**config.mk**
```make
export PLATFORM = sky130hd
export DESIGN_NAME = pipe_stage_buf_flat
export DESIGN_NICKNAME = d
export VERILOG_FILES = /design/src/rtl/pipe_stage_buf_if.sv /design/src/rtl/pipe_stage_buf.sv /design/src/flat_wrapper.sv
export SDC_FILE = /design/constraint.sdc
export NUM_CORES = 1
export LEC_CHECK = 0
export ABC_AREA = 1
export BUFFER_PORTS_ARGS = -buffer_cell sky130_fd_sc_hd__buf_2
export CORE_MARGIN = 3
export CORE_UTILIZATION = 55
export DETAILED_ROUTE_END_ITERATION = 16
export PLACE_DENSITY_LB_ADDON = 0.25
export RECOVER_POWER = 25
export REMOVE_ABC_BUFFERS = 1
export SETUP_SLACK_MARGIN = 0.02
export SYNTH_ARGS = -nofsm -noshare
export SYNTH_HDL_FRONTEND = slang
export SYNTH_SLANG_ARGS = --single-unit
```
**constraint.sdc**
```tcl
create_clock -name clk -period 10.3 [get_ports clk]
set_clock_uncertainty 0.15 [all_clocks]
set_input_delay 2.06 -clock clk [delete_from_list [all_inputs] [get_ports clk]]
set_output_delay 2.06 -clock clk [all_outputs]
set_load 0.02 [all_outputs]
```
**src/rtl/pipe_stage_buf_if.sv**
```systemverilog
// Handshake bundle for pipe_stage_buf: upstream/downstream valid-ready pairs,
// flush and occupancy. The slave modport is the buffer's view.
interface pipe_stage_buf_if #(
    parameter int DW    = 32,
    parameter int DEPTH = 2
);
    localparam int CW = $clog2(DEPTH + 1);

    logic          in_valid_i;
    logic          in_ready_o;
    logic [DW-1:0] in_data_i;
    logic          out_valid_o;
    logic          out_ready_i;
    logic [DW-1:0] out_data_o;
    logic          flush_i;
    logic [CW-1:0] count_o;

    modport slave (
        input  in_valid_i, in_data_i, out_ready_i, flush_i,
        output in_ready_o, out_valid_o, out_data_o, count_o
    );

    modport master (
        output in_valid_i, in_data_i, out_ready_i, flush_i,
        input  in_ready_o, out_valid_o, out_data_o, count_o
    );
endinterface

```
**src/rtl/pipe_stage_buf.sv**
```systemverilog
// Registered FIFO pipeline stage (DEPTH entries, 1-cycle latency, flush).
// Define PIPE_OUT_MASK_EN to force out_data_o to zero whenever out_valid_o is low.
module pipe_stage_buf #(
    parameter int DW    = 32,
    parameter int DEPTH = 2
) (
    input  logic             clk,
    input  logic             rst,
    pipe_stage_buf_if.slave  bus
);
    localparam int AW = (DEPTH > 1) ? $clog2(DEPTH) : 1;
    localparam int CW = $clog2(DEPTH + 1);

    logic [DW-1:0] mem_q [DEPTH];
    logic [AW-1:0] wr_ptr_q, wr_ptr_d;
    logic [AW-1:0] rd_ptr_q, rd_ptr_d;
    logic [CW-1:0] cnt_q, cnt_d;
    logic          full;
    logic          in_ready;
    logic          out_valid;
    logic          push;
    logic          pop;
    logic [DW-1:0] head;

    function automatic logic [AW-1:0] ptr_inc(input logic [AW-1:0] p);
        return (p == AW'(DEPTH - 1)) ? '0 : p + 1'b1;
    endfunction

    assign full      = (cnt_q == CW'(DEPTH));
    assign out_valid = (cnt_q != '0);

    // A single entry can only sustain full rate if the pop frees the slot
    // in the same cycle; deeper buffers keep in_ready purely registered.
    generate
        if (DEPTH == 1) begin : g_ready_d1
            assign in_ready = !full || bus.out_ready_i;
        end else begin : g_ready_dn
            assign in_ready = !full;
        end
    endgenerate

    assign push = bus.in_valid_i && in_ready;
    assign pop  = out_valid && bus.out_ready_i;

    always_comb begin
        wr_ptr_d = wr_ptr_q;
        rd_ptr_d = rd_ptr_q;
        cnt_d    = cnt_q;
        if (bus.flush_i) begin
            wr_ptr_d = '0;
            rd_ptr_d = '0;
            cnt_d    = '0;
        end else begin
            if (push) begin
                wr_ptr_d = ptr_inc(wr_ptr_q);
            end
            if (pop) begin
                rd_ptr_d = ptr_inc(rd_ptr_q);
            end
            if (push && !pop) begin
                cnt_d = cnt_q + CW'(1);
            end else if (pop && !push) begin
                cnt_d = cnt_q - CW'(1);
            end
        end
    end

    always_ff @(posedge clk) begin
        if (rst) begin
            wr_ptr_q <= '0;
            rd_ptr_q <= '0;
            cnt_q    <= '0;
        end else begin
            wr_ptr_q <= wr_ptr_d;
            rd_ptr_q <= rd_ptr_d;
            cnt_q    <= cnt_d;
        end
    end

    // Payload storage is deliberately left out of reset.
    always_ff @(posedge clk) begin
        if (push && !bus.flush_i && !rst) begin
            mem_q[wr_ptr_q] <= bus.in_data_i;
        end
    end

    assign head = mem_q[rd_ptr_q];

`ifdef PIPE_OUT_MASK_EN
    assign bus.out_data_o = head & {DW{out_valid}};
`else
    assign bus.out_data_o = head;
`endif

    assign bus.in_ready_o  = in_ready;
    assign bus.out_valid_o = out_valid;
    assign bus.count_o     = cnt_q;
endmodule

```
**src/flat_wrapper.sv**
```systemverilog
// flat-port wrapper written by rule: the top's interface ports become plain ports
module pipe_stage_buf_flat 
#(
    parameter int DW    = 32,
    parameter int DEPTH = 2
)
  (clk, rst, bus_in_valid_i, bus_in_data_i, bus_out_ready_i, bus_flush_i, bus_in_ready_o, bus_out_valid_o, bus_out_data_o, bus_count_o);
  pipe_stage_buf_if #(.DW(DW), .DEPTH(DEPTH)) bus_i ();
  input  logic clk;
  input  logic rst;
  input wire logic [$bits(bus_i.in_valid_i)-1:0] bus_in_valid_i;
  input wire logic [$bits(bus_i.in_data_i)-1:0] bus_in_data_i;
  input wire logic [$bits(bus_i.out_ready_i)-1:0] bus_out_ready_i;
  input wire logic [$bits(bus_i.flush_i)-1:0] bus_flush_i;
  output wire logic [$bits(bus_i.in_ready_o)-1:0] bus_in_ready_o;
  output wire logic [$bits(bus_i.out_valid_o)-1:0] bus_out_valid_o;
  output wire logic [$bits(bus_i.out_data_o)-1:0] bus_out_data_o;
  output wire logic [$bits(bus_i.count_o)-1:0] bus_count_o;
  assign bus_i.in_valid_i = bus_in_valid_i;
  assign bus_i.in_data_i = bus_in_data_i;
  assign bus_i.out_ready_i = bus_out_ready_i;
  assign bus_i.flush_i = bus_flush_i;
  assign bus_in_ready_o = bus_i.in_ready_o;
  assign bus_out_valid_o = bus_i.out_valid_o;
  assign bus_out_data_o = bus_i.out_data_o;
  assign bus_count_o = bus_i.count_o;
  pipe_stage_buf #(.DW(DW), .DEPTH(DEPTH)) u_core (.clk(clk), .rst(rst), .bus(bus_i));
endmodule
```
==> results of run 1 <==
[synth_stat cells]
cell type	instances	area share, %
mux2_4	30	17
dfxtp_1	5	3.7
nand3_1	2	0.37
nor3_1	1	0.18
edfxtp_1	64	71
buf_12	3	2.2
buf_6	1	0.42
mux2_2	2	0.83
inv_2	1	0.14
ha_1	1	0.46
o21ai_0	1	0.18
a21oi_1	3	0.56
inv_1	6	0.83
nand2_1	11	1.5
nor2_1	6	0.83
[sequential cells by signal, summed over array words and instances (netlist names), named ones only]
signal,cells
u_core.rd_ptr_q,1
u_core.wr_ptr_q,1
u_core.bus.count_o,2
u_core.mem_q,64
[critical path, cell delays in order (launching register included)]
cell     delay [ns]
dfxtp_2        1.02
mux2_2         0.41
buf_2          0.16
[kinds of logic (layout without fill, tap and decap cells)]
family / Yosys count / in the layout
flops: 69 / 69
mux: 32 / 32
simple gates: 20 / 20
buf+inv: 11 / 97
compound gates: 4 / 4
fa+ha+maj: 1 / 1
[power groups by stage]
stage | registers [uW] | logic [uW] | clock network, uW
3_3_place_gp | 322 | 41.7 | 0
4_1_cts | 317 | 44.4 | 237
3_5_place_dp | 323 | 44.2 | 0
2_1_floorplan | 323 | 25.4 | 0
6_report | 317 | 43.2 | 233
5_1_grt | 317 | 46.6 | 249
[layout make-up]
type,instances,share of cell area [%]
clock buffers,9,3.753
multi-input cells,57,18.08
clock inverters,7,2.729
inverters,7,0.7961
repair buffers,74,10.88
well taps,65,2.464
flip-flops and latches,69,61.30
[through the flow]
stage / area (um2) / util, %
2_1_floorplan: 2633 / -
5_1_grt: 3301 / 72.79
6_report: 3301 / 72.79
4_1_cts: 3317 / 73.15
3_3_place_gp: 3103 / 68.43
3_5_place_dp: 3103 / 68.43
[worst min path at each step]
stage | from | to | slack, ns | depth (start not counted)
after floorplan | u_core.wr_ptr_q | u_core.wr_ptr_q | 0.29 | 2
after global placement | u_core.wr_ptr_q | u_core.wr_ptr_q | 0.30 | 2
after detailed placement | u_core.wr_ptr_q | u_core.wr_ptr_q | 0.34 | 2
after CTS | u_core.wr_ptr_q | u_core.wr_ptr_q | 0.35 | 2
after global routing | u_core.wr_ptr_q | u_core.wr_ptr_q | 0.38 | 2
final | u_core.wr_ptr_q | u_core.wr_ptr_q | 0.35 | 2
[routing by layer]
| layer | up-vias | part of all wire, % | global-route usage, % |
|---|---|---|---|
| met5 | - | 0 | 0 |
| met1 | 660 | 37 | 16.69 |
| met3 | 12 | 5.5 | 4.492 |
| met2 | 53 | 55 | 31.38 |
| li1 | 675 | - | - |
| met4 | 0 | 2.6 | 10.14 |
==> impl_metrics.csv, run 1 <==
group,metric,value,unit
run_status,outcome,"complete, no violations",
clock_tree,clk_pin_slew_worst_paths,0.08,ns
routing,post_drt_wl_per_cell,15.91,um
timing,drv_slew,0,
power,power.internal,466.7,uW
timing,rsz0062_at_grt,"no",
power,p_comb_share,7.3,%
place,pre_cts_ws,6.397,ns
finish,area_delta_synth_final,22.07,%
grt,grt_max_degree,33,
setup_path,endpoint,"bus_out_data_o[13]",
power,finalPower,593.3,uW
place,gp_congestion,0.7529,
synthesis,syn_inst,137,
grt,grt_util_all_layers,16.90,%
routing,drt_pass1_iterations,4,
synthesis,synthDistinctLibCells,15,
power,leakage,0.001277,uW
clock_tree,cts_hold_buf,0,
clock_tree,cts_sinks,69,
synthesis,ys_warn_count,0,
setup_path,timing.rr.start,"u_core.bus.count_o[0]",
setup_path,critical_path.startpoint_type,"register",
finish,final_common_cell,"edfxtp_1",
synthesis,synth_compound_area_share,0.7404,%
power,swShare,21.34,%
synthesis,synth_seq_cells,69,
routing,totalWireLength,4.582,mm
place,dp_hpwl,3.249,mm
routing,drc_errors,0,
clock_tree,clockBufferDepth,2,
finish,final_cells,288,
setup_path,end_kind,"output pin",
clock_tree,root_buffer,"clkbuf_8",
clock_tree,clk_latency,0.34,ns
floorplanning,dieArea,5793,um2
setup_path,r2r_end,"u_core.mem_q[0][18]",
timing,finalHoldViolCount,0,
routing,vias,1400,
timing,tns,0,ns
timing,slew_headroom,30.34,%
place,dp_cells,272,
finish,drive_gt1_share,50.67,%
clock_tree,cts_buffers,9,
floorplanning,die_y,76.12,um
clock_tree,h-tree-depth,3,
min_path,worstHoldPathType,"reg2reg",
grt,first_global_vias,1560,
finish,layout_common_cells,"edfxtp_1, buf_2, mux2_4",
power,seqPwrFrac,53.4,%
timing,max_freq,240.9,MHz
synthesis,synth_fa_ha_area_share,0.4627,%
flow_run,maxCapViolCount,0,
floorplanning,io_pins,73,
synthesis,synth_top_family_by_area,"multiplexers",
grt,grt_overflow_total,0,
timing,finalCriticalPeriod,4.151,ns
power,clkPwrFrac,39.4,%
timing,setup_slack,6.149,ns
synthesis,ys_seq_area_share,74.78,%
setup_path,r2r_slack,8.18,ns
timing,setup_viol,0,
floorplanning,start_util,59.63,%
finish,seqCellArea,2023,um2
clock_tree,cts_tree,"done",
synthesis,synth_area,2704,um2
synthesis,synth_mux_area_share,17.49,%
timing,tightest_slew,1.045,ns
routing,vias_per_cell,4.861,
finish,final_nets,256,
floorplanning,coreArea,4534,um2
setup_path,required,8.09,ns
synthesis,synth-xor-area-share,0,%
grt,antenna_found_initial,0,
power,p_switching,126.6,uW
power,irDropWorstVdd,0.1225,mV
timing,hold_ws,0.3475,ns
finish,nFillCells,304,
clock_tree,cts_resized,0,
finish,num_antenna_cells,0,
grt,grt_pass1_wl,7.355,mm
setup_path,worstSetupPathType,"reg2out",
timing,fin_crit_sh,40.30,%
finish,multi_input_area,596.8,um2
synthesis,yosys.area_share.simple,2.915,%
synthesis,avgSynthCellArea,19.74,um2
setup_path,crit_fanout,32,
floorplanning,die_w,76.12,um
floorplanning,rows,24,
power,p_per_area,179.8,nW/um2
setup_path,worstRegToRegCells,6,
clock_tree,post_cts_buffers,0,
routing,final_antenna_net_count,0,
setup_path,critPathArrivalTime,1.94,ns
routing,initialDrtViolationCount,55,
place,port_buffers,72,
Note: power is estimated with default switching activity, not from simulation.
==> run 2, diff against run 1 <==
Settings changed: CORE_UTILIZATION 55 to 51.
Clock period 10.3 ns to 3.9 ns, I/O delays scaled along.
==> impl_metrics.csv, run 2 (synthesis results as in run 1) <==
group,metric,value,unit
run_status,outcome,"complete, no violations",
setup_path,critical_path.startpoint_type,"register",
timing,tns,0,ns
floorplanning,die_y,78.81,um
power,leakage,0.001290,uW
power,p_comb_share,7.8,%
timing,max_freq,345.0,MHz
timing,slew_headroom,39.03,%
clock_tree,post_cts_buffers,0,
timing,drv_slew,0,
power,irDropWorstVdd,0.3619,mV
setup_path,r2r_slack,1.84,ns
floorplanning,dieArea,6211,um2
clock_tree,root_buffer,"clkbuf_8",
place,port_buffers,72,
timing,fin_crit_sh,74.33,%
routing,vias,1395,
clock_tree,cts_hold_buf,0,
finish,layout_common_cells,"buf_2, edfxtp_1, mux2_4",
clock_tree,cts_sinks,69,
grt,grt_max_degree,33,
power,power.internal,1168,uW
setup_path,end_kind,"output pin",
finish,final_core_utilization,67.06,%
finish,area_delta_synth_final,21.80,%
finish,largest_reg_flops,64,
timing,setup_viol,0,
routing,final_antenna_net_count,0,
clock_tree,h-tree-depth,3,
power,p_switching,314.6,uW
floorplanning,start_util,55.06,%
timing,finalHoldViolCount,0,
finish,top_register,"u_core.mem_q",
power,seqPwrFrac,56.3,%
routing,post_drt_wl_per_cell,14.84,um
flow_run,maxCapViolCount,0,
routing,drt_pass1_iterations,4,
floorplanning,io_pins,73,
grt,grt_util_all_layers,15.21,%
timing,tightest_slew,0.9124,ns
routing,drc_errors,0,
timing,finalCriticalPeriod,2.899,ns
power,clkPwrFrac,36.0,%
timing,rsz0062_at_grt,"no",
finish,num_antenna_cells,0,
finish,drive_gt1_share,53.13,%
grt,antenna_found_initial,0,
clock_tree,clockBufferDepth,2,
clock_tree,cts_resized,0,
setup_path,critPathArrivalTime,1.97,ns
floorplanning,rows,25,
floorplanning,die_w,78.81,um
grt,first_global_vias,1543,
place,gp_congestion,0.7548,
clock_tree,clk_pin_slew_worst_paths,0.06,ns
setup_path,crit_fanout,22,
grt,grt_overflow_total,0,
clock_tree,cts_tree,"done",
routing,initialDrtViolationCount,70,
power,p_per_area,450.3,nW/um2
routing,vias_per_cell,4.794,
clock_tree,cts_buffers,9,
finish,final_nets,257,
place,dp_hpwl,3.017,mm
min_path,worstHoldPathType,"reg2reg",
routing,totalWireLength,4.317,mm
setup_path,required,2.97,ns
power,swShare,21.21,%
grt,grt_pass1_wl,6.851,mm
clock_tree,clk_latency,0.33,ns
setup_path,worstSetupPathType,"reg2out",
floorplanning,coreArea,4911,um2
run 2: cell count changes in the layout (fill, tap and decap cells not counted), sizes merged:
| cell | change |
|---|---|
| buf | +6 |
| bufinv | -1 |
| clkbuf | -5 |
| clkinv | +2 |
| clkinvlp | -1 |
run 2: layout make-up:
class | count | area, um2
Sequential cell | 69 | 2023
Fill cell | 359 | 1618
Tap cell | 67 | 83.83
Clock inverter | 7 | 66.31
Clock buffer | 9 | 123.9
Multi-Input combinational cell | 57 | 596.8
Inverter | 7 | 26.28
Timing Repair Buffer | 75 | 372.9
run 2: metal layers:
| layer | GRT usage (%) | vias up | routed length (um) |
|---|---|---|---|
| met3 | 6.689 | 6 | 345 |
| met4 | 8.763 | 0 | 73 |
| met5 | 0 | - | 0 |
| li1 | - | 676 | - |
| met1 | 15.18 | 665 | 1593 |
| met2 | 26.23 | 48 | 2304 |
run 2: final timing paths:
path                          from             endpoint  cells after the start
max reg2reg  u_core.bus.count_o[0]  u_core.mem_q[0][25]                      6
min                u_core.wr_ptr_q      u_core.wr_ptr_q                      2
min reg2reg        u_core.wr_ptr_q      u_core.wr_ptr_q                      2
max                       register   bus_out_data_o[31]                      3
run 2: power groups by stage:
stage,sequential [uW],clock [uW],combinational [uW]
after floorplan,852,0,67.1
after global placement,850,0,112
after detailed placement,851,0,117
after CTS,835,551,118
after global routing,836,591,125
final,835,534,115
run 2: critical path, cell delays in order (launching register included):
cell and delay [ns]:
dfxtp_2 0.78, buf_4 0.37, mux2_4 0.32, buf_2 0.16
run 2: through the flow:
step	power, uW	worst slack, ns	hold slack [ns]	instances	area (um2)
final	1483	1.001	0.3174	291	3293
after global routing	1552	0.8813	0.3480	291	3293
after CTS	1503	0.9620	0.3195	291	3303
after detailed placement	968.1	1.315	0.3091	275	3113
after global placement	961.7	1.362	0.3035	275	3113
after floorplan	919.5	0.003044	0.2923	133	2633
